## config.mk

```make
export PLATFORM = sky130hd
export DESIGN_NAME = mm_accum_ctrl
export DESIGN_NICKNAME = d
export VERILOG_FILES = /design/src/rtl/mm_accum_ctrl.sv
export SDC_FILE = /design/constraint.sdc
export NUM_CORES = 1
export LEC_CHECK = 0
export ABC_AREA = 1
export CAP_MARGIN = 20
export CORE_MARGIN = 8
export CORE_UTILIZATION = 45
export DETAILED_ROUTE_END_ITERATION = 8
export HOLD_SLACK_MARGIN = 0.12
export PLACE_DENSITY = 0.86
export SLEW_MARGIN = 5
export SYNTH_ARGS = -nofsm -noshare
export SYNTH_HDL_FRONTEND = slang
export SYNTH_SLANG_ARGS = --single-unit
```

## constraint.sdc

```tcl
create_clock -name clk -period 2.9 [get_ports clk]
set_input_delay 0.58 -clock clk [delete_from_list [all_inputs] [get_ports clk]]
set_output_delay 0.58 -clock clk [all_outputs]
set_load 0.005 [all_outputs]
```

## src/rtl/mm_accum_ctrl.sv

```systemverilog
// mm_accum_ctrl: drives one shared saturating adder to compute C = A*B for one N x N signed product.
// Latency: triple c issued in cycle c, accumulated in c+1, C element written in c+2; done in cycle N^3+1.
// Backpressure: none; operands return at fixed latency and start is ignored while busy.
//
// Optional feature macro: MM_SAT_CNT_EN adds the 16-bit saturation event counter port sat_count.
//
// Ports:
//   clk, rst_n         : clock and synchronous active-low reset
//   start / busy / done: product request, in-progress flag, final-write pulse
//   a_addr, b_addr     : combinational A/B element addresses (i*N+k, k*N+j)
//   prod_in            : A[i][k]*B[k][j], valid one cycle after its addresses
//   sat_a, sat_b, sat_s: operands to and saturated sum from the external adder
//   c_we, c_addr, c_data: registered result-memory write
//   sat_count          : saturation event counter (MM_SAT_CNT_EN only)
module mm_accum_ctrl #(
  parameter int WIDTH = 14,
  parameter int N     = 4,
  parameter int AW    = $clog2(N*N)
) (
  input  logic                    clk,
  input  logic                    rst_n,
  input  logic                    start,
  output logic                    busy,
  output logic                    done,
  output logic [AW-1:0]           a_addr,
  output logic [AW-1:0]           b_addr,
  input  logic signed [WIDTH-1:0] prod_in,
  output logic signed [WIDTH-1:0] sat_a,
  output logic signed [WIDTH-1:0] sat_b,
  input  logic signed [WIDTH-1:0] sat_s,
  output logic                    c_we,
  output logic [AW-1:0]           c_addr,
  output logic signed [WIDTH-1:0] c_data
`ifdef MM_SAT_CNT_EN
  ,
  output logic [15:0]             sat_count
`endif
);

  localparam int CW = (N > 1) ? $clog2(N) : 1;
  localparam logic [CW-1:0] CNT_LAST = CW'(N - 1);
  localparam logic [AW-1:0] IDX_LAST = AW'(N * N - 1);

  typedef enum logic [1:0] {
    S_IDLE  = 2'd0,
    S_ISSUE = 2'd1,
    S_DRAIN = 2'd2
  } state_t;

  // FSM and loop counters
  state_t          state_q, state_d;
  logic [CW-1:0]   i_q, i_d;
  logic [CW-1:0]   j_q, j_d;
  logic [CW-1:0]   k_q, k_d;
  logic            drain_q, drain_d;

  // Pipeline stage aligned with prod_in
  logic            vld_q, vld_d;
  logic            first_q, first_d;
  logic            last_q, last_d;
  logic [AW-1:0]   idx_q, idx_d;

  // Accumulator and registered outputs
  logic signed [WIDTH-1:0] acc_q, acc_d;
  logic                    c_we_q, c_we_d;
  logic [AW-1:0]           c_addr_q, c_addr_d;
  logic signed [WIDTH-1:0] c_data_q, c_data_d;
  logic                    busy_q, busy_d;
  logic                    done_q, done_d;

  // Adder operands. The first term of every element starts from zero rather
  // than from the previous element's sum, so acc never needs an explicit clear.
  always_comb begin
    sat_a = prod_in;
    sat_b = first_q ? '0 : acc_q;
  end

  // Element addresses follow the counters directly.
  always_comb begin
    a_addr = AW'(int'(i_q) * N + int'(k_q));
    b_addr = AW'(int'(k_q) * N + int'(j_q));
  end

  // Sequencer: k innermost, then j, then i; two drain cycles flush the
  // product and write stages before returning to idle.
  always_comb begin
    state_d = state_q;
    i_d     = i_q;
    j_d     = j_q;
    k_d     = k_q;
    drain_d = drain_q;
    busy_d  = busy_q;
    vld_d   = 1'b0;
    first_d = 1'b0;
    last_d  = 1'b0;
    idx_d   = idx_q;

    case (state_q)
      S_IDLE: begin
        if (start) begin
          state_d = S_ISSUE;
          i_d     = '0;
          j_d     = '0;
          k_d     = '0;
          busy_d  = 1'b1;
        end
      end

      S_ISSUE: begin
        vld_d   = 1'b1;
        first_d = (k_q == '0);
        last_d  = (k_q == CNT_LAST);
        idx_d   = AW'(int'(i_q) * N + int'(j_q));
        if (k_q == CNT_LAST) begin
          k_d = '0;
          if (j_q == CNT_LAST) begin
            j_d = '0;
            if (i_q == CNT_LAST) begin
              i_d     = '0;
              state_d = S_DRAIN;
              drain_d = 1'b0;
            end else begin
              i_d = i_q + 1'b1;
            end
          end else begin
            j_d = j_q + 1'b1;
          end
        end else begin
          k_d = k_q + 1'b1;
        end
      end

      S_DRAIN: begin
        if (drain_q) begin
          state_d = S_IDLE;
          busy_d  = 1'b0;
          drain_d = 1'b0;
        end else begin
          drain_d = 1'b1;
        end
      end

      default: begin
        state_d = S_IDLE;
        busy_d  = 1'b0;
      end
    endcase
  end

  // Accumulate and write. The write data is the same saturated sum that is
  // loaded into acc, so c_data equals acc in the write cycle.
  always_comb begin
    acc_d    = acc_q;
    c_we_d   = 1'b0;
    done_d   = 1'b0;
    c_addr_d = c_addr_q;
    c_data_d = c_data_q;
    if (vld_q) begin
      acc_d = sat_s;
      if (last_q) begin
        c_we_d   = 1'b1;
        c_addr_d = idx_q;
        c_data_d = sat_s;
        done_d   = (idx_q == IDX_LAST);
      end
    end
  end

`ifdef MM_SAT_CNT_EN
  localparam logic signed [WIDTH:0] SUM_MAX = {2'b00, {(WIDTH-1){1'b1}}};
  localparam logic signed [WIDTH:0] SUM_MIN = {2'b11, {(WIDTH-1){1'b0}}};

  logic [15:0]             sat_count_q, sat_count_d;
  logic signed [WIDTH:0]   sum_ext;
  logic                    sum_ovf;

  // Exact WIDTH+1-bit sum tells whether the adder had to clamp.
  always_comb begin
    sum_ext     = {sat_a[WIDTH-1], sat_a} + {sat_b[WIDTH-1], sat_b};
    sum_ovf     = (sum_ext > SUM_MAX) || (sum_ext < SUM_MIN);
    sat_count_d = sat_count_q;
    if (vld_q && sum_ovf && (sat_count_q != 16'hFFFF)) begin
      sat_count_d = sat_count_q + 16'd1;
    end
  end

  always_ff @(posedge clk) begin
    if (!rst_n) begin
      sat_count_q <= '0;
    end else begin
      sat_count_q <= sat_count_d;
    end
  end

  assign sat_count = sat_count_q;
`endif

  always_ff @(posedge clk) begin
    if (!rst_n) begin
      state_q  <= S_IDLE;
      i_q      <= '0;
      j_q      <= '0;
      k_q      <= '0;
      drain_q  <= 1'b0;
      vld_q    <= 1'b0;
      first_q  <= 1'b0;
      last_q   <= 1'b0;
      idx_q    <= '0;
      acc_q    <= '0;
      c_we_q   <= 1'b0;
      c_addr_q <= '0;
      c_data_q <= '0;
      busy_q   <= 1'b0;
      done_q   <= 1'b0;
    end else begin
      state_q  <= state_d;
      i_q      <= i_d;
      j_q      <= j_d;
      k_q      <= k_d;
      drain_q  <= drain_d;
      vld_q    <= vld_d;
      first_q  <= first_d;
      last_q   <= last_d;
      idx_q    <= idx_d;
      acc_q    <= acc_d;
      c_we_q   <= c_we_d;
      c_addr_q <= c_addr_d;
      c_data_q <= c_data_d;
      busy_q   <= busy_d;
      done_q   <= done_d;
    end
  end

  assign busy   = busy_q;
  assign done   = done_q;
  assign c_we   = c_we_q;
  assign c_addr = c_addr_q;
  assign c_data = c_data_q;

endmodule

```

* After elaboration in Yosys (flattened, before gate mapping)
Index checks and enable logic that the tools add are counted.
** Operators by class
- Reductions and logical operators :: 14
- Equal/unequal tests :: 11
- Bitwise gates (word level) :: 1
- Mux-type cells :: 27
- Add/subtract/negate cells :: 6
** Operators with widths (number)
- 2-bit two-way mux :: 12
- 14-bit two-way mux :: 1
- 4-bit by 2-bit adder with 4-bit output :: 3
- 2-bit one-hot mux with 2 select lines :: 3
- 2-bit != test (second input constant) :: 5
- 3-bit AND reduction :: 3
- 2-bit == test (second input constant) :: 4
- 1-bit two-way mux :: 8
- 2-bit AND reduction :: 4
- 4-bit AND reduction :: 2
- 2-bit by 1-bit adder with 2-bit output (second input constant) :: 3
- 2-bit one-hot mux with 3 select lines :: 1
- 5-bit AND reduction :: 1
- 4-bit == test (second input constant) :: 1
- 2-bit zero test :: 2
- 2-bit nonzero test :: 2
- 1-bit one-hot mux with 3 select lines :: 1
- 2-bit by 1-bit == test with 1-bit output (second input constant) :: 1
- 1-bit one-hot mux with 2 select lines :: 1
- 1-bit inverter :: 1
** Storage, ports and cells
- Logic and storage cells :: 74
- Input bits :: 31
- Register bits after elaboration :: 51

* Logic depth before layout (Yosys ltp)
- Word-level depth :: 5
- Gate-level depth with buffers :: 8

* Worst setup path before layout
Ideal clock, no wire load.
- Path kind :: register -> output
- Start :: register first_q
- End :: output sat_b[0]
- Buffers on the path :: 1
- Arrival time :: 0.724 ns
- Setup slack :: 1.596 ns
- Cell stages (with the launch flop) :: 3
- Cells stage by stage :: dfxtp_1 clkbuf_1 nor2_1
** On the way
- Word-level cells in the longest chain between the ends :: 1
** Ends and longest elaborated chain
- start, declared :: RTL line 59 : logic first_q, first_d;
- start signal, assigned :: RTL line 222 : first_q <= first_d;
- 14-bit two-way mux :: RTL line 75 : sat_b = first_q ? '0 : acc_q;
- end, declared :: RTL line 29 : output logic signed [WIDTH-1:0] sat_b,
Every way passes these cells.

* Worst setup path in the final report
- Start :: register first_q
- End :: output sat_b[13]
The elaborated chain is that of the path after synthesis.

==> results.sh <==
export IMPL_outcome="complete, no violations"
export IMPL_h_tree_depth=2
export IMPL_cp_data_arrival_time_ps=1530
export IMPL_start_util=0.459
export IMPL_path_cells="nor2_1 -> clkdlybuf4s50_1"
export IMPL_post_cts_buffers=0
export IMPL_ctsLongestPathBuffers=2
export IMPL_async_flop_share=0
export IMPL_p_per_area_mw_per_mm2=566
export IMPL_portBuffers=59
export IMPL_cp_slowest_cell="dfxtp_1"
export IMPL_rsz0062_at_grt="no"
export IMPL_hp_class="register to register"
export IMPL_cp_required_ps=2320
export IMPL_pin_count=88
export IMPL_syn_inst=277
export IMPL_crit_buf_inv=1
export IMPL_cts_resized=0
export IMPL_path_clk_slew_ps=90
export IMPL_grt_pass1_wl_mm=8.42
export IMPL_routed_wirelength_mm=4.94
export IMPL_die_w_um=84.7
export IMPL_dr_pass1_iters=6
export IMPL_worst_pin_slew_ps=639
export IMPL_grt_overflow=0
export IMPL_multi_input_area_um2=802
export IMPL_die_height_um=84.7
export IMPL_row_count=25
export IMPL_fmax_mhz=474
export IMPL_layout_min_cycle_time_ps=2110
export IMPL_min_period_over_period=0.728
export IMPL_num_vias=1806
export IMPL_max_vdd_ir_drop_mv=0.331
export IMPL_crit_family="flip-flops"
export IMPL_post_drt_wl_per_cell_um=13.3
export IMPL_synth_seq_area_share=0.481
export IMPL_max_stage_delay_ps=620
export IMPL_gp_congestion=0.806
export IMPL_relSlewSlack=0.571
export IMPL_cts_made_buffers=5
export IMPL_ant_nets=0
export IMPL_ys_ff_latch=51
export IMPL_drv_slew=0
export IMPL_drtIter0Drc=115
export IMPL_synth_most_common_cell="dfxtp_1"
export IMPL_path_class="register to primary output"
export IMPL_core_area_mm2=0.00463
export IMPL_path_max_fanout=14
export IMPL_startpoint_type="register"
export IMPL_grt_antenna_before_repair=0
export IMPL_final_util=0.583
export IMPL_dp_slack_ps=1010
export IMPL_ys_warn_count=0
export IMPL_drive_gt1_frac=0.0568
export IMPL_ff_latch_area_mm2=0.00102
export IMPL_setup_tns_ps=0
export IMPL_grt_usage=0.144
export IMPL_cts_tree="yes"
export IMPL_drt_vias_per_instance=4.87
export IMPL_fillers=429
export IMPL_crit_path_end_kind="primary output"
export IMPL_nets=351
export IMPL_setup_ws_ps=790
export IMPL_synthesis_area_mm2=0.00212
export IMPL_root_buffer="clkbuf_8"
export IMPL_cts_sinks=51
export IMPL_yosysTopAreaCellShare=0.481
export IMPL_drc=0
export IMPL_yosys_area_top_type="dfxtp_1"
export IMPL_ctsHoldBuffers=0
export IMPL_leakage_nw=1.14
export IMPL_synthesis_nets=312
export IMPL_maxCapViolCount=0
export IMPL_n_antenna_cell=0
export IMPL_synth_distinct_cells=22
export IMPL_synth_edff_count=0
export IMPL_grt_max_degree=44
export IMPL_clock_latency_ps=310
export IMPL_synth_area_leaders="dfxtp_1, nand2_1, buf_4"
export IMPL_dpl_instance_area_mm2=0.00261
export IMPL_yosys_top_cells_count="dfxtp_1, nand2_1, nor2_1"
export IMPL_grt_pass1_vias=1875
export IMPL_area_delta_synth_final_pct=27.1
export IMPL_syn_avg_cell_area_um2=7.67
export IMPL_final_area_mm2=0.00270
export IMPL_skew_ps=7.35
export IMPL_setup_viol=0
export IMPL_hold_violations=0
export IMPL_dieArea_mm2=0.00718
export IMPL_hpwl_mm=3.60
export IMPL_synth_ff_type="dfxtp_1"
[worst min-delay path: stages, from the launching register on]
cell and delay, ps:
dfxtp_1 310, nand2_1 60, a21oi_1 50
[area by class of cell]
cell class              count  share of cell area
clock buffers               7              0.0320
well taps                  54              0.0250
multi-input cells         167               0.297
repair buffers             60               0.222
inverters                  31              0.0431
clock inverters             1             0.00324
flip-flops and latches     51               0.378
[per-layer routing]
layer,wire length [um],global-route usage,vias to the layer above
met5,0,0,-
met4,92,0.0647,0
met3,401,0.0507,10
met2,2240,0.228,54
met1,2210,0.171,798
li1,-,-,944
[worst paths after layout]
kind	start	end	slack, ps	cells after the start
worst max-delay path	first_q$_SDFF_PN0_	sat_b[13]	790	2
worst min-delay path	drain_q$_SDFFE_PN0P_	drain_q$_SDFFE_PN0P_	460	2
worst max register to register	vld_q$_SDFF_PN0_	acc_q[2]$_SDFFE_PN0P_	1350	3
worst min register to register	drain_q$_SDFFE_PN0P_	drain_q$_SDFFE_PN0P_	460	2
[cell usage in the layout, fill, tap and decap left out]
master,count
o21ai_1,1
nand2_1,50
inv_1,27
o21ai_2,1
clkbuf_8,6
clkdlybuf4s50_1,59
o21bai_1,1
inv_2,3
clkinv_4,1
o21ai_0,24
a21oi_1,24
or2_1,1
clkbuf_1,1
buf_4,1
nand2_2,3
nand3b_1,1
nor4_1,1
dfxtp_1,51
nand3_1,25
clkinv_1,1
nor2_4,3
nor2_1,28
ha_1,4
[cell families (layout without fill, tap and decap cells)]
kind of cell / after synthesis / count (layout) / synth area share
buffers and inverters: 59 / 99 / 0.142
AND/OR/NAND/NOR: 112 / 112 / 0.231
AO/OA/AOI/OAI: 51 / 51 / 0.123
flip-flops: 51 / 51 / 0.481
adder cells (fa/ha/maj): 4 / 4 / 0.0236
[state kept, by name, summed over array words and instances (netlist names)]
signal   cells
acc_q       14
c_data      14
c_addr       4
idx_q        4
i_q          2
j_q          2
k_q          2
state_q      2
busy         1
c_we         1
done         1
drain_q      1
first_q      1
last_q       1
vld_q        1
[where the power goes]
group | switching, mW | total [mW] | internal [mW]
sequential | 0.0435 | 0.798 | 0.754
clock | 0.232 | 0.427 | 0.196
combinational | 0.157 | 0.302 | 0.146
[stage by stage]
stage | power, mW | hold slack [ps] | std cells
after global placement | 1.11 | 440 | 363
final | 1.53 | 463 | 371
after CTS | 1.53 | 465 | 371
after global routing | 1.62 | 475 | 371
after detailed placement | 1.12 | 443 | 363
after floorplan | 1.00 | 430 | 277
(Power assumes the default switching activity.)
